## src/rtl/csr_access_sequencer.sv

```systemverilog
// CSR instruction sequencer: runs read-modify-write sequences against the CSR file
// and performs trap entry (EPC, CAUSE, vector fetch, PC redirect) on interrupts.
module csr_access_sequencer #(
    parameter int unsigned       XLEN        = 32,
    parameter int unsigned       CSR_AW      = 4,
    parameter logic [CSR_AW-1:0] EPC_IDX     = 4'd1,
    parameter logic [CSR_AW-1:0] CAUSE_IDX   = 4'd2,
    parameter logic [CSR_AW-1:0] VEC_IDX     = 4'd8,
    parameter logic [XLEN-1:0]   CAUSE_VALUE = 32'h8000000B
) (
    input  logic              clock,
    input  logic              reset,
    input  logic              req_valid,
    output logic              req_ready,
    input  logic [1:0]        req_op,
    input  logic [CSR_AW-1:0] req_csr,
    input  logic [XLEN-1:0]   req_operand,
    output logic              rsp_valid,
    input  logic              rsp_ready,
    output logic [XLEN-1:0]   rsp_data,
    input  logic              irq_pending,
    input  logic [XLEN-1:0]   trap_pc,
    output logic              redirect_valid,
    output logic [XLEN-1:0]   redirect_pc,
    output logic [CSR_AW-1:0] csr_read_addr,
    input  logic [XLEN-1:0]   csr_read_data,
    output logic [CSR_AW-1:0] csr_write_addr,
    output logic [XLEN-1:0]   csr_write_data,
    output logic              csr_write_enable,
    output logic              busy
);

    typedef enum logic [2:0] {
        S_IDLE, S_RD, S_WR, S_RSP, S_T_EPC, S_T_CAUSE, S_T_VEC
    } state_t;

    typedef enum logic [1:0] {
        OP_READ = 2'd0, OP_RW = 2'd1, OP_RS = 2'd2, OP_RC = 2'd3
    } op_t;

    state_t              state_q;
    op_t                 op_q;
    logic [CSR_AW-1:0]   csr_q;
    logic [XLEN-1:0]     operand_q;
    logic [XLEN-1:0]     old_q;
    logic [CSR_AW-1:0]   raddr_q;
    logic [CSR_AW-1:0]   waddr_q;
    logic [XLEN-1:0]     wdata_q;
    logic                we_q;
    logic                rsp_valid_q;
    logic [XLEN-1:0]     rsp_data_q;
    logic                redirect_q;

    logic [XLEN-1:0]     new_d;
    logic                wr_en_d;

    // New value is computed from the live read data during RD so the write can be
    // presented from registers in WR.
    always_comb begin
        new_d   = '0;
        wr_en_d = 1'b0;
        unique case (op_q)
            OP_READ: begin
                new_d   = csr_read_data;
                wr_en_d = 1'b0;
            end
            OP_RW: begin
                new_d   = operand_q;
                wr_en_d = 1'b1;
            end
            OP_RS: begin
                new_d   = csr_read_data | operand_q;
                wr_en_d = (operand_q != '0);
            end
            OP_RC: begin
                new_d   = csr_read_data & ~operand_q;
                wr_en_d = (operand_q != '0);
            end
        endcase
    end

    always_ff @(posedge clock) begin
        if (reset) begin
            state_q     <= S_IDLE;
            op_q        <= OP_READ;
            csr_q       <= '0;
            operand_q   <= '0;
            old_q       <= '0;
            raddr_q     <= '0;
            waddr_q     <= '0;
            wdata_q     <= '0;
            we_q        <= 1'b0;
            rsp_valid_q <= 1'b0;
            rsp_data_q  <= '0;
            redirect_q  <= 1'b0;
        end else begin
            unique case (state_q)
                S_IDLE: begin
                    if (irq_pending) begin
                        we_q    <= 1'b1;
                        waddr_q <= EPC_IDX;
                        wdata_q <= trap_pc;
                        state_q <= S_T_EPC;
                    end else if (req_valid) begin
                        op_q      <= op_t'(req_op);
                        csr_q     <= req_csr;
                        operand_q <= req_operand;
                        raddr_q   <= req_csr;
                        state_q   <= S_RD;
                    end
                end
                S_RD: begin
                    old_q   <= csr_read_data;
                    raddr_q <= '0;
                    we_q    <= wr_en_d;
                    waddr_q <= wr_en_d ? csr_q : '0;
                    wdata_q <= wr_en_d ? new_d : '0;
                    state_q <= S_WR;
                end
                S_WR: begin
                    we_q        <= 1'b0;
                    waddr_q     <= '0;
                    wdata_q     <= '0;
                    rsp_valid_q <= 1'b1;
                    rsp_data_q  <= old_q;
                    state_q     <= S_RSP;
                end
                S_RSP: begin
                    if (rsp_ready) begin
                        rsp_valid_q <= 1'b0;
                        rsp_data_q  <= '0;
                        state_q     <= S_IDLE;
                    end
                end
                S_T_EPC: begin
                    waddr_q <= CAUSE_IDX;
                    wdata_q <= CAUSE_VALUE;
                    state_q <= S_T_CAUSE;
                end
                S_T_CAUSE: begin
                    we_q       <= 1'b0;
                    waddr_q    <= '0;
                    wdata_q    <= '0;
                    raddr_q    <= VEC_IDX;
                    redirect_q <= 1'b1;
                    state_q    <= S_T_VEC;
                end
                S_T_VEC: begin
                    raddr_q    <= '0;
                    redirect_q <= 1'b0;
                    state_q    <= S_IDLE;
                end
                default: state_q <= S_IDLE;
            endcase
        end
    end

    assign req_ready      = (state_q == S_IDLE) && !irq_pending;
    assign busy           = (state_q != S_IDLE);
    assign rsp_valid      = rsp_valid_q;
    assign rsp_data       = rsp_data_q;
    assign redirect_valid = redirect_q;
    // Vector arrives combinationally in T_VEC; low bits are forced for alignment.
    assign redirect_pc    = redirect_q ? {csr_read_data[XLEN-1:2], 2'b00} : '0;
    assign csr_read_addr  = raddr_q;
    assign csr_write_addr = waddr_q;
    assign csr_write_data = wdata_q;
    // Reset blocks a write already registered for this cycle, so an abandoned
    // sequence never commits.
    assign csr_write_enable = we_q & ~reset;

endmodule

```

## config.mk

```make
export PLATFORM = sky130hd
export DESIGN_NAME = csr_access_sequencer
export DESIGN_NICKNAME = d
export VERILOG_FILES = /design/src/rtl/csr_access_sequencer.sv
export SDC_FILE = /design/constraint.sdc
export NUM_CORES = 1
export LEC_CHECK = 0
export BUFFER_PORTS_ARGS = -buffer_cell sky130_fd_sc_hd__buf_2
export CAP_MARGIN = 20
export CORE_MARGIN = 10
export CORE_UTILIZATION = 40
export CTS_CLUSTER_DIAMETER = 50
export DETAILED_ROUTE_END_ITERATION = 7
export PLACE_DENSITY_LB_ADDON = 0.25
export SYNTH_ARGS = -nofsm -noshare
export SYNTH_HDL_FRONTEND = slang
export SYNTH_SLANG_ARGS = --single-unit
```

## constraint.sdc

```tcl
create_clock -name clock -period 2.4 [get_ports clock]
set_input_delay 0.48 -clock clock [delete_from_list [all_inputs] [get_ports clock]]
set_output_delay 0.48 -clock clock [all_outputs]
set_load 0.005 [all_outputs]
```

==> results of run 1 <==
==> per-layer routing <==
layer  GRT usage  vias up  share of wire
met2       0.315      222           0.47
met5           0        -        0.00057
met1       0.257     3122           0.43
li1            -     3280              -
met3      0.0717       20          0.083
met4      0.0605        2          0.014
==> Yosys cell counts, drive strengths merged, types with 2 or more instances <==
| cell type | count |
|---|---|
| nor2 | 61 |
| a21oi | 97 |
| o21ai | 38 |
| o211ai | 2 |
| nand4 | 2 |
| o2111ai | 33 |
| and2 | 33 |
| nand3 | 4 |
| a22oi | 32 |
| nand2 | 148 |
| buf | 27 |
| inv | 4 |
| nor4 | 7 |
| or3 | 3 |
| a21boi | 5 |
| o2bb2ai | 34 |
| o22ai | 17 |
| dfxtp | 148 |
| clkbuf | 48 |
| nor2b | 7 |
| nor3 | 4 |
| nand2b | 34 |
| o32ai | 16 |
==> metrics by stage <==
step | setup slack, ps | cell area [um^2] | power, mW | util | cells
after detailed placement | 403 | 7830 | 4.45 | 0.477 | 1192
after global placement | 415 | 7830 | 4.43 | 0.477 | 1192
after floorplan | 523 | 6630 | 3.82 | - | 816
after CTS | 179 | 8450 | 7.26 | 0.515 | 1224
after global routing | 90.6 | 8450 | 7.58 | 0.515 | 1225
final | 183 | 8450 | 7.20 | 0.515 | 1226
==> sequential cells by signal, summed over array words and instances (netlist names), 2 cells and up <==
name,count
csr_write_data,32
operand_q,32
old_q,32
state_q,3
csr_q,4
op_q,2
csr_read_addr,4
rsp_data,32
csr_write_addr,4
==> logic make-up (layout without fill, tap and decap cells) <==
kind of cell / after synthesis / in the layout
compound gates: 279 / 279
buf+inv: 79 / 267
flops: 148 / 148
other cells: 1 / 4
simple gates: 308 / 308
==> layout make-up <==
| cell class | instances | area [um^2] | area share |
|---|---|---|---|
| timing repair buffer | 231 | 1280 | 0.151 |
| sequential | 148 | 2960 | 0.351 |
| clock buffer | 22 | 474 | 0.0561 |
| multi-input combinational | 589 | 3300 | 0.390 |
| inverter | 4 | 15.0 | 0.00178 |
| tap | 220 | 275 | 0.0326 |
| clock inverter | 10 | 145 | 0.0172 |
| antenna | 2 | 5.00 | 0.000592 |
==> worst min-delay path, cell delays in order <==
cell and delay (ps):
buf_2 100, nand2_1 40, a21oi_1 50
==> where the power goes <==
part / total (mW) / switching (mW) / internal [mW] / leakage, nW
clock: 2.81 / 1.08 / 1.73 / 0.297
sequential: 2.87 / 0.180 / 2.69 / 1.21
combinational: 1.51 / 0.928 / 0.583 / 1.98
total: 7.20 / 2.19 / 5.01 / 3.48
==> worst paths after layout <==
kind / slack, ps / start / to
min: 290 / req_operand[28] / operand_q[28]
max: 180 / state_q[0] / req_ready
min reg2reg: 460 / old_q[30] / old_q[30]
max reg2reg: 390 / state_q[0] / csr_write_data[11]
==> results by group, run 1 <==
Synthesis
  – Post-Synth Adder-Cell Area: 0
  – Mux cell area share after synthesis: 0
  – Share of flip-flops with an asynchronous set or reset: 0
  – Yosys reg bits: 148
  – Synth warn: 0
  – Synth area leaders: dfxtp_1 (45%), nand2_1 (8.3%), a21oi_1 (7.3%)
  – Synth Area in Compound Gates: 0.278
  – Synthesized area per cell: 8.13 um^2
  – Sequential area share after synthesis: 0.447
  – Syn Inst Count: 815
  – Largest family of logic cells by synthesized area: compound AO/OA/AOI/OAI gates
  – Synth Area in XOR/XNOR: 0
  – Synth top area share: 0.447
  – Synth Area in Simple Gates: 0.215
  – Synthesized area: 0.00663 mm^2
  – Main synth FF type: dfxtp_1
  – Post-synth EDFFs: 0
  – Count of cell types in the netlist: 41
  – Yosys top cell by area: dfxtp_1

Floorplan
  – Die Height: 149 um
  – Starting Density: 0.404
  – Core Footprint: 0.0164 mm^2
  – Die footprint: 0.0221 mm^2
  – Row count: 47
  – Die width: 149 um
  – I/O Pins: 216

Timing
  – Hold WS: 292 ps
  – RSZ-0062 raised after global routing: no
  – Fmax: 451 MHz
  – Fin. Hold Viols: 0
  – Final TNS setup: 0 ps
  – Final setup vio count: 0
  – Max Slew Vio Count: 0
  – Slew @ Worst Pin: 659 ps
  – Fin crit share: 0.924
  – Worst Skew: 7.83 ps
  – Worst slew margin: 0.561
  – Tmin final: 2220 ps

Layout
  – Layout cells sized above 1: 0.270
  – Fillers: 1634
  – Nets: 1098
  – Area Growth Syn to Fin: 27.5%
  – Most common cell after layout, fill and taps aside: buf_2
  – Most used cells in the layout excluding fill and tap cells: buf_2 (212), dfxtp_1 (148), nand2_1 (147), a21oi_1 (97), nor2_1 (59)

Clocking
  – Reg clk slew, reported paths: 60 ps
  – Clock tree buffer depth: 2
  – Count of hold-fix buffers inserted at cts: 0
  – Post-CTS Setup Bufs: 0
  – CTS Buf Count: 17
  – H-tree lvl count: 4
  – Post-CTS sizing: 0
  – Latest clock arrival within the worst-skew pair: 420 ps
  – CTS tree: yes
  – Sinks on Clock Net: 148
  – Root buffer cell: clkbuf_16

Power and ir drop
  – Pwr per Cell Area: 851 mW/mm^2
  – Maximum VDD drop: 0.507 mV
  – Leak pwr: 3.48 nW

Hold path
  – Hold path depth: 3
  – Hold Crit Class: input port to register

Run status
  – Outcome: complete, no violations

Global routing
  – First-pass GRT wire length: 35.6 mm
  – Vias in the first global route: 6363
  – Initial antenna violation count: 3
  – Total global-route track usage: 0.202
  – Global route overflow: 0
  – Largest net degree at the start of global routing: 106

Setup path
  – Cells on worst reg2reg path: 4
  – Worst Path Buf+Inv: 2
  – Critical Path Slowest Stage Cell: or4_4
  – Max FO, Critical Path: 16
  – Critical path depth: 3
  – CP Class: register to output pin
  – Crit-path cells: or4_4 -> inv_2 -> buf_2
  – WP data arrival: 1740 ps
  – CP top delay family: simple AND/OR/NAND/NOR gates
  – Crit path capture type: output pin
  – Critical Path Max Stage Delay: 580 ps
  – Critical Path RT: 1920 ps
  – CP startpoint kind: register

Drt
  – DR DRC count: 0
  – Initial drt markers: 512
  – Drt total wl: 23.0 mm
  – First-pass DRT Iterations: 5
  – DR vias/cell: 5.42
  – ANT nets after route: 0
  – Vias: 6646
  – Wirelength per Cell: 18.8 um

Flow run
  – Max Cap Viol: 0

Placed design
  – Placer Congestion: 0.867
  – DP HPWL: 16.1 mm
  – PortBufs: 213
Power figures use the tool's default switching activity.
==> inputs of run 2 (changes only) <==
Settings changed: BUFFER_PORTS_ARGS -buffer_cell sky130_fd_sc_hd__buf_2 to -buffer_cell sky130_fd_sc_hd__buf_4, CORE_MARGIN 10 to 2.
==> results by group, run 2 (synthesis results as in run 1) <==
Timing
  – Final TNS setup: 0 ps
  – Worst Skew: 6.06 ps
  – Fmax: 447 MHz
  – Max Slew Vio Count: 0
  – Worst slew margin: 0.561
  – RSZ-0062 raised after global routing: no
  – Fin crit share: 0.932
  – Final setup vio count: 0
  – Hold WS: 311 ps
  – Slew @ Worst Pin: 659 ps
  – Fin worst setup slack: 163 ps
  – Fin. Hold Viols: 0
  – Tmin final: 2240 ps

Floorplan
  – Core Footprint: 0.0164 mm^2
  – Die footprint: 0.0176 mm^2
  – Starting Density: 0.404
  – I/O Pins: 216
  – Die Height: 133 um
  – Die width: 133 um
  – Row count: 47

Global routing
  – Vias in the first global route: 6000
  – Initial antenna violation count: 0
  – Global route overflow: 0
  – Total global-route track usage: 0.236
  – Largest net degree at the start of global routing: 120
  – First-pass GRT wire length: 32.8 mm

Drt
  – Drt total wl: 21.2 mm
  – Vias: 6621
  – Wirelength per Cell: 17.3 um
  – DR vias/cell: 5.41
  – Initial drt markers: 509
  – ANT nets after route: 0
  – First-pass DRT Iterations: 5
  – DR DRC count: 0

Setup path
  – Critical Path RT: 1920 ps
  – Worst R2R Start: state_q[2]
  – Critical Path Sink: req_ready
  – WP data arrival: 1760 ps
  – Crit path capture type: output pin
  – R2R Path End: csr_write_data[18]
  – CP startpoint kind: register
  – CP startpoint: state_q[2]
  – Reg2reg setup slack: 340 ps
  – CP Class: register to output pin
  – Max FO, Critical Path: 14
  – Cells on worst reg2reg path: 4

Power and ir drop
  – Sequential share of power: 0.395
  – Maximum VDD drop: 0.448 mV
  – Logic pwr share: 0.224
  – Leak pwr: 3.59 nW
  – Pwr per Cell Area: 812 mW/mm^2
  – Clk pwr share: 0.381
  – Internal: 5.09 mW
  – Sw Share: 0.303
  – Sw Pwr: 2.21 mW
  – Total chip power: 7.30 mW

Placed design
  – DP HPWL: 14.6 mm
  – PortBufs: 213
  – Placed inst area: 0.00837 mm^2
  – Placer Congestion: 0.900
  – Dpl ws: 427 ps

Hold path
  – Hold Crit Class: input port to register

Clocking
  – Sinks on Clock Net: 148
  – Reg clk slew, reported paths: 60 ps
  – CTS tree: yes
  – Count of hold-fix buffers inserted at cts: 0
  – Clock tree buffer depth: 2
  – Latest clock arrival within the worst-skew pair: 410 ps
  – Post-CTS sizing: 0
  – Root buffer cell: clkbuf_16
  – CTS Buf Count: 17
  – H-tree lvl count: 4
  – Post-CTS Setup Bufs: 0

Layout
  – Nets: 1098
  – Antenna cells: 0
  – Fillers: 1590
  – Most used cells in the layout excluding fill and tap cells: buf_4 (224), dfxtp_1 (148), nand2_1 (147), a21oi_1 (97), nor2_1 (59)
  – Most common cell after layout, fill and taps aside: buf_4
  – Layout cells sized above 1: 0.272
  – Area of all placed cells without fillers: 0.00899 mm^2
  – Area Growth Syn to Fin: 35.7%

Run status
  – Outcome: complete, no violations

Flow run
  – Max Cap Viol: 0
-- run 2: cell count changes in the layout (fill, tap and decap cells not counted) --
cell        before  now
buf_12           6    7
buf_2          212    0
buf_4           13  224
clkbuf_1         2    0
clkbuf_8         3    0
clkinv_4         2    5
clkinvlp_4       2    1
diode_2          2    0
inv_8            0    3
-- run 2: area by class of cell --
cell class / instances / area [um^2] / area share
Timing Repair Buffer: 231 / 1820 / 0.203
Tap cell: 220 / 275 / 0.0306
Inverter: 4 / 15.0 / 0.00167
Clock inverter: 15 / 198 / 0.0220
Sequential cell: 148 / 2960 / 0.329
Multi-Input combinational cell: 589 / 3300 / 0.367
Clock buffer: 17 / 425 / 0.0473
-- run 2: through the flow --
step           instances  utilization
4_1_cts             1224        0.548
2_1_floorplan        816            -
3_3_place_gp        1192        0.510
3_5_place_dp        1192        0.510
6_report            1224        0.548
5_1_grt             1224        0.548
-- run 2: worst min-delay path by stage --
stage,startpoint,end,slack (ps),cells after the start
after CTS,req_operand[20],operand_q[20],290,3
final,req_operand[29],operand_q[29],310,3
after floorplan,csr_q[1],csr_q[1],440,2
after global placement,old_q[13],old_q[13],440,2
after detailed placement,old_q[10],old_q[10],450,2
after global routing,req_operand[20],operand_q[20],300,3
-- run 2: worst max-delay path: stages (launching register included) --
cell,delay [ps]
dfxtp_1,470
or4_4,630
inv_2,110
buf_4,130
-- run 2: metal layers --
layer	vias up	GRT usage	routed length [um]
met5	-	0	0
met4	0	0.0711	374
met3	20	0.0563	1310
met2	222	0.379	10200
met1	3099	0.316	9280
li1	3280	-	-
-- run 2: power by group through the flow --
stage	Combinational (mW)	Sequential (mW)	Clock [mW]
final	1.64	2.88	2.78
after global placement	1.64	2.93	0
after floorplan	0.932	2.89	0
after global routing	1.81	2.92	2.95
after CTS	1.65	2.88	2.84
after detailed placement	1.65	2.94	0
==> inputs of run 3 (changes only) <==
Settings changed: REMOVE_ABC_BUFFERS set to 1.
==> results by group, run 3 (synthesis results as in run 1) <==
Setup path
  – Critical Path Slowest Stage Cell: or4_4
  – WP data arrival: 1760 ps
  – CP Class: register to output pin
  – CP startpoint kind: register
  – Critical Path RT: 1920 ps
  – Crit-path cells: or4_4 -> inv_2 -> buf_4
  – Critical Path Max Stage Delay: 640 ps
  – Crit path capture type: output pin
  – Max FO, Critical Path: 14

Placed design
  – PortBufs: 213
  – Placer Congestion: 0.783
  – Dpl ws: 379 ps
  – DP HPWL: 14.3 mm

Clocking
  – Sinks on Clock Net: 148
  – Root buffer cell: clkbuf_16
  – Reg clk slew, reported paths: 60 ps
  – H-tree lvl count: 4
  – Clock tree buffer depth: 2
  – CTS tree: yes
  – CTS Buf Count: 17
  – Post-CTS sizing: 0
  – Post-CTS Setup Bufs: 0
  – Count of hold-fix buffers inserted at cts: 0
  – Latest clock arrival within the worst-skew pair: 420 ps

Global routing
  – Largest net degree at the start of global routing: 122
  – Total global-route track usage: 0.237
  – Initial antenna violation count: 0
  – Vias in the first global route: 6140
  – Global route overflow: 0
  – First-pass GRT wire length: 33.2 mm

Drt
  – Drt total wl: 21.2 mm
  – DR DRC count: 0
  – DR vias/cell: 5.45
  – First-pass DRT Iterations: 6
  – Initial drt markers: 511
  – ANT nets after route: 0
  – Vias: 6664
  – Wirelength per Cell: 17.3 um

Layout
  – Most used cells in the layout excluding fill and tap cells: buf_4 (229), dfxtp_1 (148), nand2_1 (147), a21oi_1 (97), nor2_1 (59)
  – Layout cells sized above 1: 0.268
  – Antenna cells: 0
  – Most common cell after layout, fill and taps aside: buf_4
  – Nets: 1101
  – Area Growth Syn to Fin: 34.5%

Floorplan
  – Starting Density: 0.404
  – I/O Pins: 216
  – Die width: 133 um
  – Die Height: 133 um
  – Core Footprint: 0.0164 mm^2
  – Row count: 47
  – Die footprint: 0.0176 mm^2

Timing
  – Worst slew margin: 0.534
  – Fin worst setup slack: 156 ps
  – Worst Skew: 6.05 ps
  – RSZ-0062 raised after global routing: no
  – Final setup vio count: 0
  – Fin. Hold Viols: 0
  – Fin crit share: 0.935
  – Max Slew Vio Count: 0
  – Tmin final: 2240 ps
  – Fmax: 446 MHz
  – Slew @ Worst Pin: 699 ps
  – Final TNS setup: 0 ps

Hold path
  – Hold Crit Class: input port to register

Power and ir drop
  – Pwr per Cell Area: 792 mW/mm^2
  – Maximum VDD drop: 0.486 mV
  – Leak pwr: 3.55 nW

Flow run
  – Max Cap Viol: 0

Run status
  – Outcome: complete, no violations
==> run 3: cell types whose count changed in the layout (fill, tap and decap cells not counted), moves of 2 or more <==
cell and delta:
buf_4 +5, clkinv_4 -5, clkbuf_1 +4, inv_8 -3
buf_12 -2, clkinv_2 +2, inv_6 -2
==> run 3: worst max-delay path, delay by kind of cell (launching register included) <==
kind | cells | cell delay (ps)
buffers and inverters | 2 | 240
and+or+nand+nor | 1 | 640
DFF | 1 | 470
==> run 3: path summary, 6_finish.rpt <==
kind	start	end	slack, ps	cells past startpoint
worst max-delay path	state_q[2]	req_ready	160	3
worst min-delay path	req_operand[22]	operand_q[22]	310	3
worst min register to register	old_q[15]	old_q[15]	460	2
worst max register to register	state_q[2]	csr_write_data[17]	330	4
==> run 3: layout make-up <==
cell class              count  area [um^2]
inverters                   4         15.0
clock buffers              22          454
clock inverters             6         82.6
fillers                  1561         7490
flip-flops and latches    148         2960
multi-input cells         589         3310
well taps                 220          275
repair buffers            234         1820
==> run 3: power by group <==
| group | total, mW | switching, mW | internal [mW] | leakage (nW) |
|---|---|---|---|---|
| logic | 1.68 | 0.952 | 0.727 | 2.09 |
| registers | 2.88 | 0.185 | 2.70 | 1.21 |
| clock network | 2.50 | 0.977 | 1.53 | 0.262 |
| total | 7.06 | 2.11 | 4.95 | 3.55 |
==> run 3: metrics by stage <==
stage	util	cells	area, um^2	total power [mW]	hold WS [ps]
after detailed placement	0.511	1195	8380	4.60	449
after CTS	0.544	1223	8920	7.10	288
after floorplan	-	741	6260	3.68	431
after global routing	0.544	1223	8920	7.41	296
after global placement	0.511	1195	8380	4.58	443
final	0.544	1223	8920	7.06	306
==> run 3: metal layers <==
metal / global-route usage / wire (um) / vias to the layer above
met5: 0 / 0 / -
met4: 0.0771 / 393 / 0
met3: 0.0640 / 1600 / 27
met2: 0.366 / 9510 / 254
met1: 0.322 / 9670 / 3122
li1: - / - / 3261
